<file path="src/rtl/uart_transceiver.sv">
// Full-duplex UART: independent TX serialiser and RX deserialiser on one clock.
// Define UART_PARITY_EN to add an even-parity bit and the rx_parity_err output.
module uart_transceiver #(
  parameter int unsigned CLKS_PER_BIT = 16,
  parameter int unsigned DATA_BITS    = 8
) (
  input  logic       clk,
  input  logic       reset,
  input  logic       tx_start,
  input  logic [7:0] tx_data,
  output logic       tx_busy,
  output logic       tx_done,
  output logic       tx_serial,
  input  logic       rx_serial,
  output logic [7:0] rx_data,
  output logic       rx_done,
  output logic       rx_frame_err
`ifdef UART_PARITY_EN
  ,
  output logic       rx_parity_err
`endif
);

  localparam int unsigned CntW = $clog2(CLKS_PER_BIT);
  localparam logic [CntW-1:0] BitLast  = CntW'(CLKS_PER_BIT - 1);
  localparam logic [CntW-1:0] HalfLast = CntW'(CLKS_PER_BIT / 2 - 1);
  localparam logic [2:0]      IdxLast  = 3'(DATA_BITS - 1);

  typedef enum logic [2:0] {StIdle, StStart, StData, StParity, StStop} state_e;

  // ---------------- Transmitter ----------------
  state_e          tx_state_q, tx_state_d;
  logic [CntW-1:0] tx_cnt_q, tx_cnt_d;
  logic [2:0]      tx_idx_q, tx_idx_d;
  logic [7:0]      tx_shift_q, tx_shift_d;
  logic            tx_bit_end;

  assign tx_bit_end = (tx_cnt_q == BitLast);
  assign tx_busy    = (tx_state_q != StIdle);

  always_comb begin
    tx_state_d = tx_state_q;
    tx_cnt_d   = tx_bit_end ? '0 : tx_cnt_q + 1'b1;
    tx_idx_d   = tx_idx_q;
    tx_shift_d = tx_shift_q;
    tx_done    = 1'b0;
    tx_serial  = 1'b1;
    unique case (tx_state_q)
      StIdle: begin
        tx_cnt_d = '0;
        tx_idx_d = '0;
        if (tx_start) begin
          tx_shift_d = tx_data;
          tx_state_d = StStart;
        end
      end
      StStart: begin
        tx_serial = 1'b0;
        if (tx_bit_end) tx_state_d = StData;
      end
      StData: begin
        tx_serial = tx_shift_q[tx_idx_q];
        if (tx_bit_end) begin
          tx_idx_d = tx_idx_q + 3'd1;
          if (tx_idx_q == IdxLast) begin
`ifdef UART_PARITY_EN
            tx_state_d = StParity;
`else
            tx_state_d = StStop;
`endif
          end
        end
      end
`ifdef UART_PARITY_EN
      StParity: begin
        tx_serial = ^tx_shift_q;
        if (tx_bit_end) tx_state_d = StStop;
      end
`endif
      StStop: begin
        if (tx_bit_end) begin
          tx_done    = 1'b1;
          tx_state_d = StIdle;
        end
      end
      default: tx_state_d = StIdle;
    endcase
  end

  always_ff @(posedge clk or posedge reset) begin
    if (reset) begin
      tx_state_q <= StIdle;
      tx_cnt_q   <= '0;
      tx_idx_q   <= '0;
      tx_shift_q <= '0;
    end else begin
      tx_state_q <= tx_state_d;
      tx_cnt_q   <= tx_cnt_d;
      tx_idx_q   <= tx_idx_d;
      tx_shift_q <= tx_shift_d;
    end
  end

  // ---------------- Receiver ----------------
  state_e          rx_state_q, rx_state_d;
  logic [CntW-1:0] rx_cnt_q, rx_cnt_d;
  logic [2:0]      rx_idx_q, rx_idx_d;
  logic [7:0]      rx_shift_q, rx_shift_d;
  logic [7:0]      rx_data_q, rx_data_d;
  logic            rx_done_q, rx_done_d;
  logic            rx_ferr_q, rx_ferr_d;
  logic            rx_sync1_q, rx_sync2_q, rx_prev_q;
  logic            rx_bit_end;
`ifdef UART_PARITY_EN
  logic            rx_perr_q, rx_perr_d;
  logic            rx_par_bad_q, rx_par_bad_d;
  assign rx_parity_err = rx_perr_q;
`endif

  assign rx_bit_end   = (rx_cnt_q == BitLast);
  assign rx_data      = rx_data_q;
  assign rx_done      = rx_done_q;
  assign rx_frame_err = rx_ferr_q;

  always_comb begin
    rx_state_d = rx_state_q;
    rx_cnt_d   = rx_bit_end ? '0 : rx_cnt_q + 1'b1;
    rx_idx_d   = rx_idx_q;
    rx_shift_d = rx_shift_q;
    rx_data_d  = rx_data_q;
    rx_done_d  = 1'b0;
    rx_ferr_d  = 1'b0;
`ifdef UART_PARITY_EN
    rx_perr_d    = 1'b0;
    rx_par_bad_d = rx_par_bad_q;
`endif
    unique case (rx_state_q)
      StIdle: begin
        rx_cnt_d = '0;
        rx_idx_d = '0;
        // Falling edge only, so a line stuck low after a bad frame stays quiet.
        if (!rx_sync2_q && rx_prev_q) rx_state_d = StStart;
      end
      StStart: begin
        if (rx_cnt_q == HalfLast) begin
          rx_cnt_d   = '0;
          rx_state_d = rx_sync2_q ? StIdle : StData;
        end
      end
      StData: begin
        if (rx_bit_end) begin
          rx_shift_d = {rx_sync2_q, rx_shift_q[7:1]};
          rx_idx_d   = rx_idx_q + 3'd1;
          if (rx_idx_q == IdxLast) begin
`ifdef UART_PARITY_EN
            rx_state_d = StParity;
`else
            rx_state_d = StStop;
`endif
          end
        end
      end
`ifdef UART_PARITY_EN
      StParity: begin
        if (rx_bit_end) begin
          rx_par_bad_d = rx_sync2_q ^ (^rx_shift_q);
          rx_state_d   = StStop;
        end
      end
`endif
      StStop: begin
        if (rx_bit_end) begin
          rx_state_d = StIdle;
          if (!rx_sync2_q) begin
            rx_ferr_d = 1'b1;
`ifdef UART_PARITY_EN
          end else if (rx_par_bad_q) begin
            rx_perr_d = 1'b1;
`endif
          end else begin
            rx_data_d = rx_shift_q;
            rx_done_d = 1'b1;
          end
        end
      end
      default: rx_state_d = StIdle;
    endcase
  end

  always_ff @(posedge clk or posedge reset) begin
    if (reset) begin
      rx_sync1_q <= 1'b1;
      rx_sync2_q <= 1'b1;
      rx_prev_q  <= 1'b1;
      rx_state_q <= StIdle;
      rx_cnt_q   <= '0;
      rx_idx_q   <= '0;
      rx_shift_q <= '0;
      rx_data_q  <= '0;
      rx_done_q  <= 1'b0;
      rx_ferr_q  <= 1'b0;
`ifdef UART_PARITY_EN
      rx_perr_q    <= 1'b0;
      rx_par_bad_q <= 1'b0;
`endif
    end else begin
      rx_sync1_q <= rx_serial;
      rx_sync2_q <= rx_sync1_q;
      rx_prev_q  <= rx_sync2_q;
      rx_state_q <= rx_state_d;
      rx_cnt_q   <= rx_cnt_d;
      rx_idx_q   <= rx_idx_d;
      rx_shift_q <= rx_shift_d;
      rx_data_q  <= rx_data_d;
      rx_done_q  <= rx_done_d;
      rx_ferr_q  <= rx_ferr_d;
`ifdef UART_PARITY_EN
      rx_perr_q    <= rx_perr_d;
      rx_par_bad_q <= rx_par_bad_d;
`endif
    end
  end

endmodule

</file>
<file path="config.mk">
export PLATFORM = sky130hd
export DESIGN_NAME = uart_transceiver
export DESIGN_NICKNAME = d
export VERILOG_FILES = /design/src/rtl/uart_transceiver.sv
export SDC_FILE = /design/constraint.sdc
export NUM_CORES = 1
export LEC_CHECK = 0
export BUFFER_PORTS_ARGS = -buffer_cell sky130_fd_sc_hd__buf_2
export CORE_ASPECT_RATIO = 1.5
export CORE_MARGIN = 1.5
export CORE_UTILIZATION = 50
export CTS_CLUSTER_SIZE = 16
export DETAILED_ROUTE_END_ITERATION = 10
export PLACE_DENSITY_LB_ADDON = 0.2
export SKIP_LAST_GASP = 1
export SYNTH_ARGS = -nofsm -noshare
export SYNTH_HDL_FRONTEND = slang
export SYNTH_SLANG_ARGS = --single-unit
</file>
<file path="constraint.sdc">
create_clock -name clk -period 2.5 [get_ports clk]
set_input_delay 0.5 -clock clk [delete_from_list [all_inputs] [get_ports clk]]
set_output_delay 0.5 -clock clk [all_outputs]
set_load 0.005 [all_outputs]
</file>
==> results.md, run 1 <==
* Fin Setup TNS at 0 ns
* Via count at 1339
* Crit end category: output pin
* Vias in the first global route at 1425
* Synth top area share at 51.7%
* Post-synth EDFFs at 0
* FMAX at 457 MHz
* Tmin final at 2.19 ns
* DRC Markers at 0
* Mapped Avg Cell Area at 13.3 µm²
* Worst-path clk slew at 0.09 ns
* Clk_lat worst skew at 0.30 ns
* Drt initial violations at 65
* Die Y at 84.7 µm
* Initial antenna violation count at 0
* Root Buffer Master: clkbuf_8
* Crit path max-delay cell type: dfrtp_1
* Pre-antenna DRT Iters at 4
* Max-Cap Viols at 0
* Final Wtd Congestion at 0.745
* CP Data Required Time at 2.00 ns
* Tot Pwr at 1.94 mW
* RSZ-0062 raised after global routing: no
* Initial Utilization at 52.5%
* Design area at 2440 µm²
* Reg-to-reg startpoint: rx_cnt_q[0]
* CTS sink count at 49
* #FFs+latches synth at 49
* Worst path arrival time at 1.69 ns
* Slew @ Worst Pin at 0.347 ns
* Post-detail-place hpwl at 2590 µm
* Yosys cell types at 40
* Final setup vio count at 0
* Post-synthesis sequential area ratio at 55.2%
* CP Launch Type: register
* Skew final at 0.00967 ns
* Worst path cell trace: mux2i_1, mux4_2, a22oi_1, buf_2
* Post-place setup slack at 0.635 ns
* Setup Buffers After CTS at 0
* CP Buf/Inv Count at 1
* Slew Viols, Final at 0
* Net count after synthesis at 185
* Largest area contributor in the netlist: dfrtp_1
* Leakage at 1.17 nW
* Final WS setup at 0.314 ns
* Share of cells above drive strength 1 at 37.0%
* Final hold viol count at 0
* Largest net degree at the start of global routing at 20
* Pwr Density at 797 nW/µm²
* CTS H-tree depth at 2
* Dominant cell by count in the synthesized netlist: dfrtp_1
* Die ar. at 4870 µm²
* Primary FF master, synth: dfrtp_1
* FFs w/ async S/R, synth at 100%
* # diodes at 0
* Status: finished clean
* Worst Setup SP: tx_idx_q[0]
* CTS tree: done
* Routed wire length at 3380 µm
* Synth warnings at 0
* Top cells by area, synth: dfrtp_1, mux2_2, mux2_4
* Area Growth Syn to Fin at 9.44%
* Final worst path period share at 87.5%
* Syn Inst Count at 167
* DP Area at 2350 µm²
* Post-detailed-route wirelength per cell at 14.2 µm
* CTS Buf Count at 5
* Largest stage delay on the critical path at 0.49 ns
* CTS resizes at 0
* Global-route wire length before repair at 6020 µm
* Mapped Area at 2230 µm²
* Num rows at 29
* Crit Path Class: reg -> out
* Via-per-instance ratio at 5.63
* Clock Path Buffers at 2
* Max IR drop VDD at 0.695 mV
* GRT Total Usage at 15.6%
* Ports at 25
* Fill cells at 363
* Die Wd at 57.5 µm
* ANT nets after route at 0
* Crit Path Max Fanout at 7
* Net count, final at 209
* Hold-fix buffers at CTS at 0
* Grt total ovfl at 0
* Top delay family on crit path: multiplexers
* Synth cell count leaders: dfrtp_1, mux2_2, inv_1
* Max_slew headroom at 76.2%
* IO Port Bufs at 24
* Core box area at 4250 µm²
* Worst hold path class: in -> async
final cells by class:
class,instances,area [µm²],share of cell area (%)
clock buffer,5,68.8,2.82
timing repair buffer,26,135,5.54
sequential,49,1230,50.5
multi-input combinational,100,891,36.6
inverter,9,33.8,1.39
tap,46,57.6,2.36
clock inverter,3,21.3,0.873
report_power, final:
group	internal, mW	switching [mW]	leakage, nW	total (mW)
registers	0.939	0.142	0.640	1.08
clock network	0.198	0.257	0.0445	0.455
logic	0.228	0.178	0.488	0.406
final timing paths:
| path | cells after the start | endpoint | slack, ns |
|---|---|---|---|
| max | 4 | tx_serial | 0.31 |
| min | 2 | rx_shift_q[3] | 0.16 |
| max reg2reg | 4 | rx_shift_q[7] | 0.81 |
| min reg2reg | 0 | rx_sync2_q | 0.36 |
| max in group asynchronous | 3 | rx_sync1_q | 1.75 |
| min in group clk | 1 | rx_sync1_q | 0.29 |
layer usage:
metal | GRT usage [%] | wire, µm | part of all wire, % | vias up
met5 | 0 | 0 | 0 | -
met4 | 5.71 | 51 | 1.5 | 0
met3 | 3.24 | 88 | 2.6 | 5
met2 | 29.0 | 1910 | 56 | 18
met1 | 16.9 | 1330 | 39 | 679
li1 | - | - | - | 637
cells in the final DEF (no fill, tap or decap), types with 3 or more instances in the layout:
cell and instances:
mux2_2 16, nor3_1 4, o21ai_0 5, a21oi_1 8, mux2_4 8, buf_2 24, nor2_1 8, nand2_1 5
inv_1 8, dfrtp_1 46, ha_1 6, dfstp_2 3, mux2i_1 8, clkbuf_8 5, nand4b_1 4
state kept, by name, indices dropped and copies added (netlist names):
| name | count |
|---|---|
| rx_sync1_q | 1 |
| rx_cnt_q | 4 |
| rx_data | 8 |
| rx_frame_err | 1 |
| rx_done | 1 |
| rx_sync2_q | 1 |
| tx_shift_q | 8 |
| tx_state_q | 3 |
| rx_prev_q | 1 |
| rx_idx_q | 3 |
| tx_cnt_q | 4 |
| rx_shift_q | 8 |
| rx_state_q | 3 |
| tx_idx_q | 3 |
logic make-up (layout without fill, tap and decap cells):
group	Yosys count	after routing	synth area share [%]
buffers and inverters	18	43	4.77
adders and majority gates	6	6	3.37
muxes	34	34	18.6
xor gates and xnor gates	2	2	0.787
DFF	49	49	55.2
AOI/OAI and AO/OA	20	20	5.62
and+or+nand+nor	38	38	11.6
per-stage QoR:
| step | utilization [%] | cells | hold WS (ns) |
|---|---|---|---|
| after global placement | 55.3 | 230 | 0.350 |
| final | 57.4 | 238 | 0.162 |
| after CTS | 57.4 | 238 | 0.172 |
| after detailed placement | 55.3 | 230 | 0.349 |
| after floorplan | - | 167 | 0.345 |
| after global routing | 57.4 | 238 | 0.184 |
Power figures use the tool's default switching activity.
==> run 2, diff against run 1 <==
--- a/config.mk
+++ b/config.mk
@@ -6,7 +6,6 @@
 export NUM_CORES = 1
 export LEC_CHECK = 0
 export BUFFER_PORTS_ARGS = -buffer_cell sky130_fd_sc_hd__buf_2
-export CORE_ASPECT_RATIO = 1.5
 export CORE_MARGIN = 1.5
 export CORE_UTILIZATION = 50
 export CTS_CLUSTER_SIZE = 16
==> results.md, run 2 (synthesis results as in run 1) <==
* Initial Utilization at 51.5% (-0.96 points)
* R2R depth at 3 (-1)
* Setup Buffers After CTS at 0 (unchanged)
* Hold-fix buffers at CTS at 0 (unchanged)
* Met1 Resource Use GR at 21.1% (+4.3 points)
* CP Launch Type: register
* Commonest non-fill, non-tap cell in the layout: dfrtp_1
* GRT Total Usage at 16.5% (+0.86 points)
* Crit Path Class: reg -> out
* Max_slew headroom at 60.2% (-16 points)
* Worst-path clk slew at 0.09 ns (about the same)
* Slew @ Worst Pin at 0.598 ns (+0.250 ns)
* M3 GR Usage at 4.36% (+1.1 points)
* CTS resizes at 0 (unchanged)
* Area Growth Syn to Fin at 10.8%
* Ports at 25 (unchanged)
* Post-detail-place hpwl at 2430 µm (-6.1%)
* Initial antenna violation count at 0 (unchanged)
* Status: finished clean
* Skew final at 0.00857 ns (-0.00111 ns)
* CP Buf/Inv Count at 1 (unchanged)
* ANT nets after route at 0 (unchanged)
* Final worst path period share at 89.3% (+1.8 points)
* Die Wd at 69.7 µm (+21%)
* Max IR drop VDD at 0.614 mV (-12%)
* Crit path max-delay cell type: dfrtp_1
* Largest stage delay on the critical path at 0.49 ns (about the same)
* Slew Viols, Final at 0 (unchanged)
* Num rows at 24 (-17%)
* Reg-to-reg setup timing slack at 0.80 ns (about the same)
* DP Area at 2350 µm² (unchanged)
* CTS Buf Count at 5 (unchanged)
* Pre-antenna DRT Iters at 2 (-2)
* RSZ-0062 raised after global routing: no
* Routed wire length at 3440 µm (+1.6%)
* Max-Cap Viols at 0 (unchanged)
* Final hold viol count at 0 (unchanged)
* Crit Path Max Fanout at 7 (unchanged)
* CTS sink count at 49 (unchanged)
* Worst hold path class: in -> reg
* Die ar. at 4860 µm² (-0.17%)
* Clk_lat worst skew at 0.30 ns (about the same)
* Largest net degree at the start of global routing at 50 (+150%)
* Clock Path Buffers at 2 (unchanged)
* Post-detailed-route wirelength per cell at 14.1 µm (-0.52%)
* GRT met2 Usage at 27.6% (-1.5 points)
* Global-route wire length before repair at 6430 µm (+6.8%)
* FMAX at 448 MHz (-2.0%)
* Tmin final at 2.23 ns (+0.0456 ns)
* CTS tree: done
* Pwr Density at 835 nW/µm² (+4.8%)
* Grt total ovfl at 0 (unchanged)
* Fin cells at 243 (+2.1%)
* Share of cells above drive strength 1 at 36.6% (-0.33 points)
* Design area at 2470 µm² (+1.2%)
* Root Buffer Master: clkbuf_8
* Die Y at 69.7 µm (-18%)
* Top delay family on crit path: multiplexers
* # diodes at 0 (unchanged)
* Hold Crit Depth at 1
* Crit end category: output pin
* Via count at 1341 (+0.15%)
* Worst path cell trace: mux2i_1, mux4_2, a22oi_1, buf_2
* Leakage at 1.18 nW (+0.69%)
* Net count, final at 208 (-0.48%)
* Drt initial violations at 44 (-32%)
* Placed cell count at 235 (+2.2%)
* Via-per-instance ratio at 5.52 (-1.9%)
* CTS H-tree depth at 2 (unchanged)
* CP Data Required Time at 2.00 ns (about the same)
* Reg-to-reg startpoint: tx_state_q[0]
* Critical R2R Capture: tx_shift_q[6]
* Fin Setup TNS at 0 ns (unchanged)
* DRC Markers at 0 (unchanged)
* Vias in the first global route at 1413 (-0.84%)
* Hold path start: rx_serial
* IO Port Bufs at 24 (unchanged)
* Final setup vio count at 0 (unchanged)
* Worst Setup SP: tx_idx_q[0]
* Commonest non-fill, non-tap cells in the layout: dfrtp_1, buf_2, mux2_2
* Busiest grt layer: met2
* Final Wtd Congestion at 0.770 (+3.4%)
* Core box area at 4320 µm² (+1.9%)
* Hold endpoint: rx_sync1_q
* Worst path arrival time at 1.73 ns (+0.04 ns)
run 2: cell count changes in the layout (fill, tap and decap cells not counted):
cell	change
bufinv_16	+1
clkinv_2	-1
inv_6	-1
buf_4	-1
clkbuf_8	+1
run 2: cell type report:
type,count,area (µm²)
repair buffers,25,128
multi-input cells,100,891
flip-flops and latches,49,1230
well taps,52,65.1
fillers,361,1860
inverters,9,33.8
clock inverters,2,37.5
clock buffers,6,82.6
run 2: worst max path at each step:
stage                 to  cells after the start
2_1_floorplan  tx_serial                      4
3_3_place_gp   tx_serial                      4
3_5_place_dp   tx_serial                      4
4_1_cts        tx_serial                      4
5_1_grt        tx_serial                      4
6_report       tx_serial                      4
run 2: worst register-to-register path, stage by stage (launching register included):
cell,delay (ns)
dfrtp_1,0.50
nor3_4,0.30
and2_1,0.40
mux2_2,0.39
run 2: routing by layer:
layer	vias to the layer above	share of wire, %	wire length (µm)
li1	636	-	-
met1	686	48	1640
met2	15	48	1650
met3	4	2.9	98
met4	0	1.1	38
met5	-	0	0
run 2: through the flow:
step	hold slack [ns]	worst slack, ns	power, mW	util (%)
after floorplan	0.345	0.761	1.40	-
after global placement	0.348	0.646	1.47	54.3
after detailed placement	0.348	0.589	1.51	54.3
after CTS	0.280	0.250	2.10	57.1
after global routing	0.275	0.157	2.22	57.1
final	0.291	0.268	2.06	57.1
run 2: power by group:
group	internal, mW	switching (mW)
clock	0.325	0.253
combinational	0.225	0.180
sequential	0.939	0.137
total	1.49	0.571
==> run 3, diff against run 2 <==
--- a/config.mk
+++ b/config.mk
@@ -6,11 +6,13 @@
 export NUM_CORES = 1
 export LEC_CHECK = 0
 export BUFFER_PORTS_ARGS = -buffer_cell sky130_fd_sc_hd__buf_2
+export CORE_ASPECT_RATIO = 1.25
 export CORE_MARGIN = 1.5
 export CORE_UTILIZATION = 50
 export CTS_CLUSTER_SIZE = 16
 export DETAILED_ROUTE_END_ITERATION = 10
 export PLACE_DENSITY_LB_ADDON = 0.2
+export SETUP_SLACK_MARGIN = 0.1
 export SKIP_LAST_GASP = 1
 export SYNTH_ARGS = -nofsm -noshare
 export SYNTH_HDL_FRONTEND = slang
==> constraint.sdc (replaced) <==
create_clock -name clk -period 2.5 [get_ports clk]
set_input_delay 0.125 -clock clk [delete_from_list [all_inputs] [get_ports clk]]
set_output_delay 0.125 -clock clk [all_outputs]
set_load 0.005 [all_outputs]
==> results.md, run 3 (synthesis results as in run 1) <==
* Clk_lat worst skew at 0.30 ns (about the same)
* R2R depth at 3 (unchanged)
* Critical R2R Capture: tx_shift_q[2]
* Routed wire length at 3530 µm (+2.7%)
* CTS tree: done
* CTS H-tree depth at 2 (unchanged)
* Final worst path period share at 73.9% (-15 points)
* CTS Buf Count at 5 (unchanged)
* Reg-to-reg startpoint: tx_state_q[0]
* # diodes at 0 (unchanged)
* Initial Utilization at 53.1% (+1.6 points)
* Clock power frac at 27.9% (-0.2 points)
* Grt total ovfl at 0 (unchanged)
* Final setup vio count at 0 (unchanged)
* Clock Path Buffers at 2 (unchanged)
* Via count at 1309 (-2.4%)
* Share of cells above drive strength 1 at 35.6% (-1.0 points)
* Die ar. at 4870 µm² (about the same)
* Slew @ Worst Pin at 0.981 ns (+0.383 ns)
* Max IR drop VDD at 0.499 mV (-19%)
* Final Wtd Congestion at 0.727 (-5.6%)
* RSZ-0062 raised after global routing: no
* Pwr Density at 836 nW/µm² (+0.12%)
* Max_slew headroom at 34.5% (-26 points)
* Worst-path clk slew at 0.09 ns (about the same)
* Skew final at 0.00908 ns (+0.000516 ns)
* IO Port Bufs at 24 (unchanged)
* Status: finished clean
* Drt initial violations at 45 (+2.3%)
* Reg power frac at 52.2% (about the same)
* Max-Cap Viols at 0 (unchanged)
* Die Wd at 62.7 µm (-10%)
* Post-detail-place hpwl at 2440 µm (+0.59%)
* CP Launch Type: register
* Die Y at 77.6 µm (+11%)
* Tmin final at 1.85 ns (-0.385 ns)
* Psw at 0.573 mW (+0.46%)
* GRT Total Usage at 16.4% (-0.059 points)
* Largest net degree at the start of global routing at 50 (unchanged)
* Comb pwr share at 19.9% (+0.2 points)
* Sw Ratio at 27.8% (+0.050 points)
* Slew Viols, Final at 0 (unchanged)
* Worst path arrival time at 1.72 ns (about the same)
* Vias in the first global route at 1363 (-3.5%)
* Pre-antenna DRT Iters at 4 (+2)
* CP Data Required Time at 2.38 ns (+0.38 ns)
* Tot Pwr at 2.07 mW (+0.28%)
* Crit Path Max Fanout at 7 (unchanged)
* Area Growth Syn to Fin at 11.0%
* FMAX at 541 MHz (+21%)
* Via-per-instance ratio at 5.30 (-4.0%)
* Crit end category: output pin
* CTS sink count at 49 (unchanged)
* Num rows at 26 (+8.3%)
* Global-route wire length before repair at 6300 µm (-2.0%)
* Reg-to-reg setup timing slack at 0.83 ns (+0.03 ns)
* Commonest non-fill, non-tap cells in the layout: dfrtp_1, buf_2, mux2_2
* CTS resizes at 0 (unchanged)
* Commonest non-fill, non-tap cell in the layout: dfrtp_1
* Crit Path Class: reg -> out
* Net count, final at 208 (unchanged)
* Fin Setup TNS at 0 ns (unchanged)
* Root Buffer Master: clkbuf_8
* Worst hold path class: in -> async
* Final Util at 58.9% (+1.8 points)
* Power Internal at 1.49 mW (+0.21%)
* Leakage at 1.18 nW (about the same)
* Core box area at 4200 µm² (-3.0%)
* DRC Markers at 0 (unchanged)
* Initial antenna violation count at 0 (unchanged)
* Ports at 25 (unchanged)
* Post-detailed-route wirelength per cell at 14.3 µm (+1.0%)
* Final hold viol count at 0 (unchanged)
* Fill cells at 357 (-1.1%)
* ANT nets after route at 0 (unchanged)
run 3: cell types whose count changed in the layout (fill, tap and decap cells not counted), sizes merged:
| cell | before | now |
|---|---|---|
| clkbuf | 6 | 7 |
| clkinvlp | 1 | 0 |
| buf | 25 | 24 |
| dlygate4sd3 | 0 | 1 |
run 3: area by class of cell:
cell class              instances  area [µm²]  area share (%)
flip-flops and latches         49        1230            49.8
multi-input cells             100         891            36.1
repair buffers                 25         130            5.27
clock buffers                   7        86.3            3.49
well taps                      56        70.1            2.84
inverters                       9        33.8            1.37
clock inverters                 1        30.0            1.22
run 3: how the worst max path moves through the flow:
stage,from,to,slack (ns)
floorplan,rx_cnt_q[0],rx_shift_q[0],0.85
CTS,tx_idx_q[0],tx_serial,0.65
global route,tx_idx_q[0],tx_serial,0.54
global placement,rx_cnt_q[0],rx_shift_q[7],0.90
finish,tx_idx_q[0],tx_serial,0.65
detailed placement,rx_cnt_q[0],rx_shift_q[7],0.82
run 3: timing repair:
| action | 4_1_cts | 5_1_grt |
|---|---|---|
| hold buffers | 1 | 0 |
| setup buffers | 0 | 0 |
| hold endpoints to repair | 1 | 0 |
run 3: routing by layer:
metal	vias up	global-route usage, %	routed length [µm]
met5	-	0	0
met4	0	5.33	56
met3	6	4.78	103
met2	16	28.2	1810
met1	647	19.9	1560
li1	640	-	-
run 3: stage by stage:
step / worst slack (ns) / instance area [µm²] / cells / hold WS (ns)
CTS: 0.646 / 2470 / 247 / 0.0487
floorplan: 0.852 / 2230 / 167 / 0.129
global route: 0.537 / 2470 / 247 / 0.0326
global placement: 0.899 / 2340 / 238 / 0.233
detailed placement: 0.824 / 2340 / 238 / 0.232
finish: 0.653 / 2470 / 247 / 0.0461
run 3: power by group through the flow:
stage                     Sequential, mW  Combinational, mW  Clock (mW)
after floorplan                     1.03              0.376           0
after global placement              1.08              0.386           0
after detailed placement            1.10              0.415           0
after CTS                           1.08              0.421       0.589
after global routing                1.11              0.475       0.637
final                               1.08              0.411       0.577
run 3: worst max-delay path, cell delays in order (launching register included):
cell and delay, ns:
dfrtp_1 0.50, mux2i_1 0.16, mux4_2 0.48, a22oi_1 0.14
buf_2 0.14
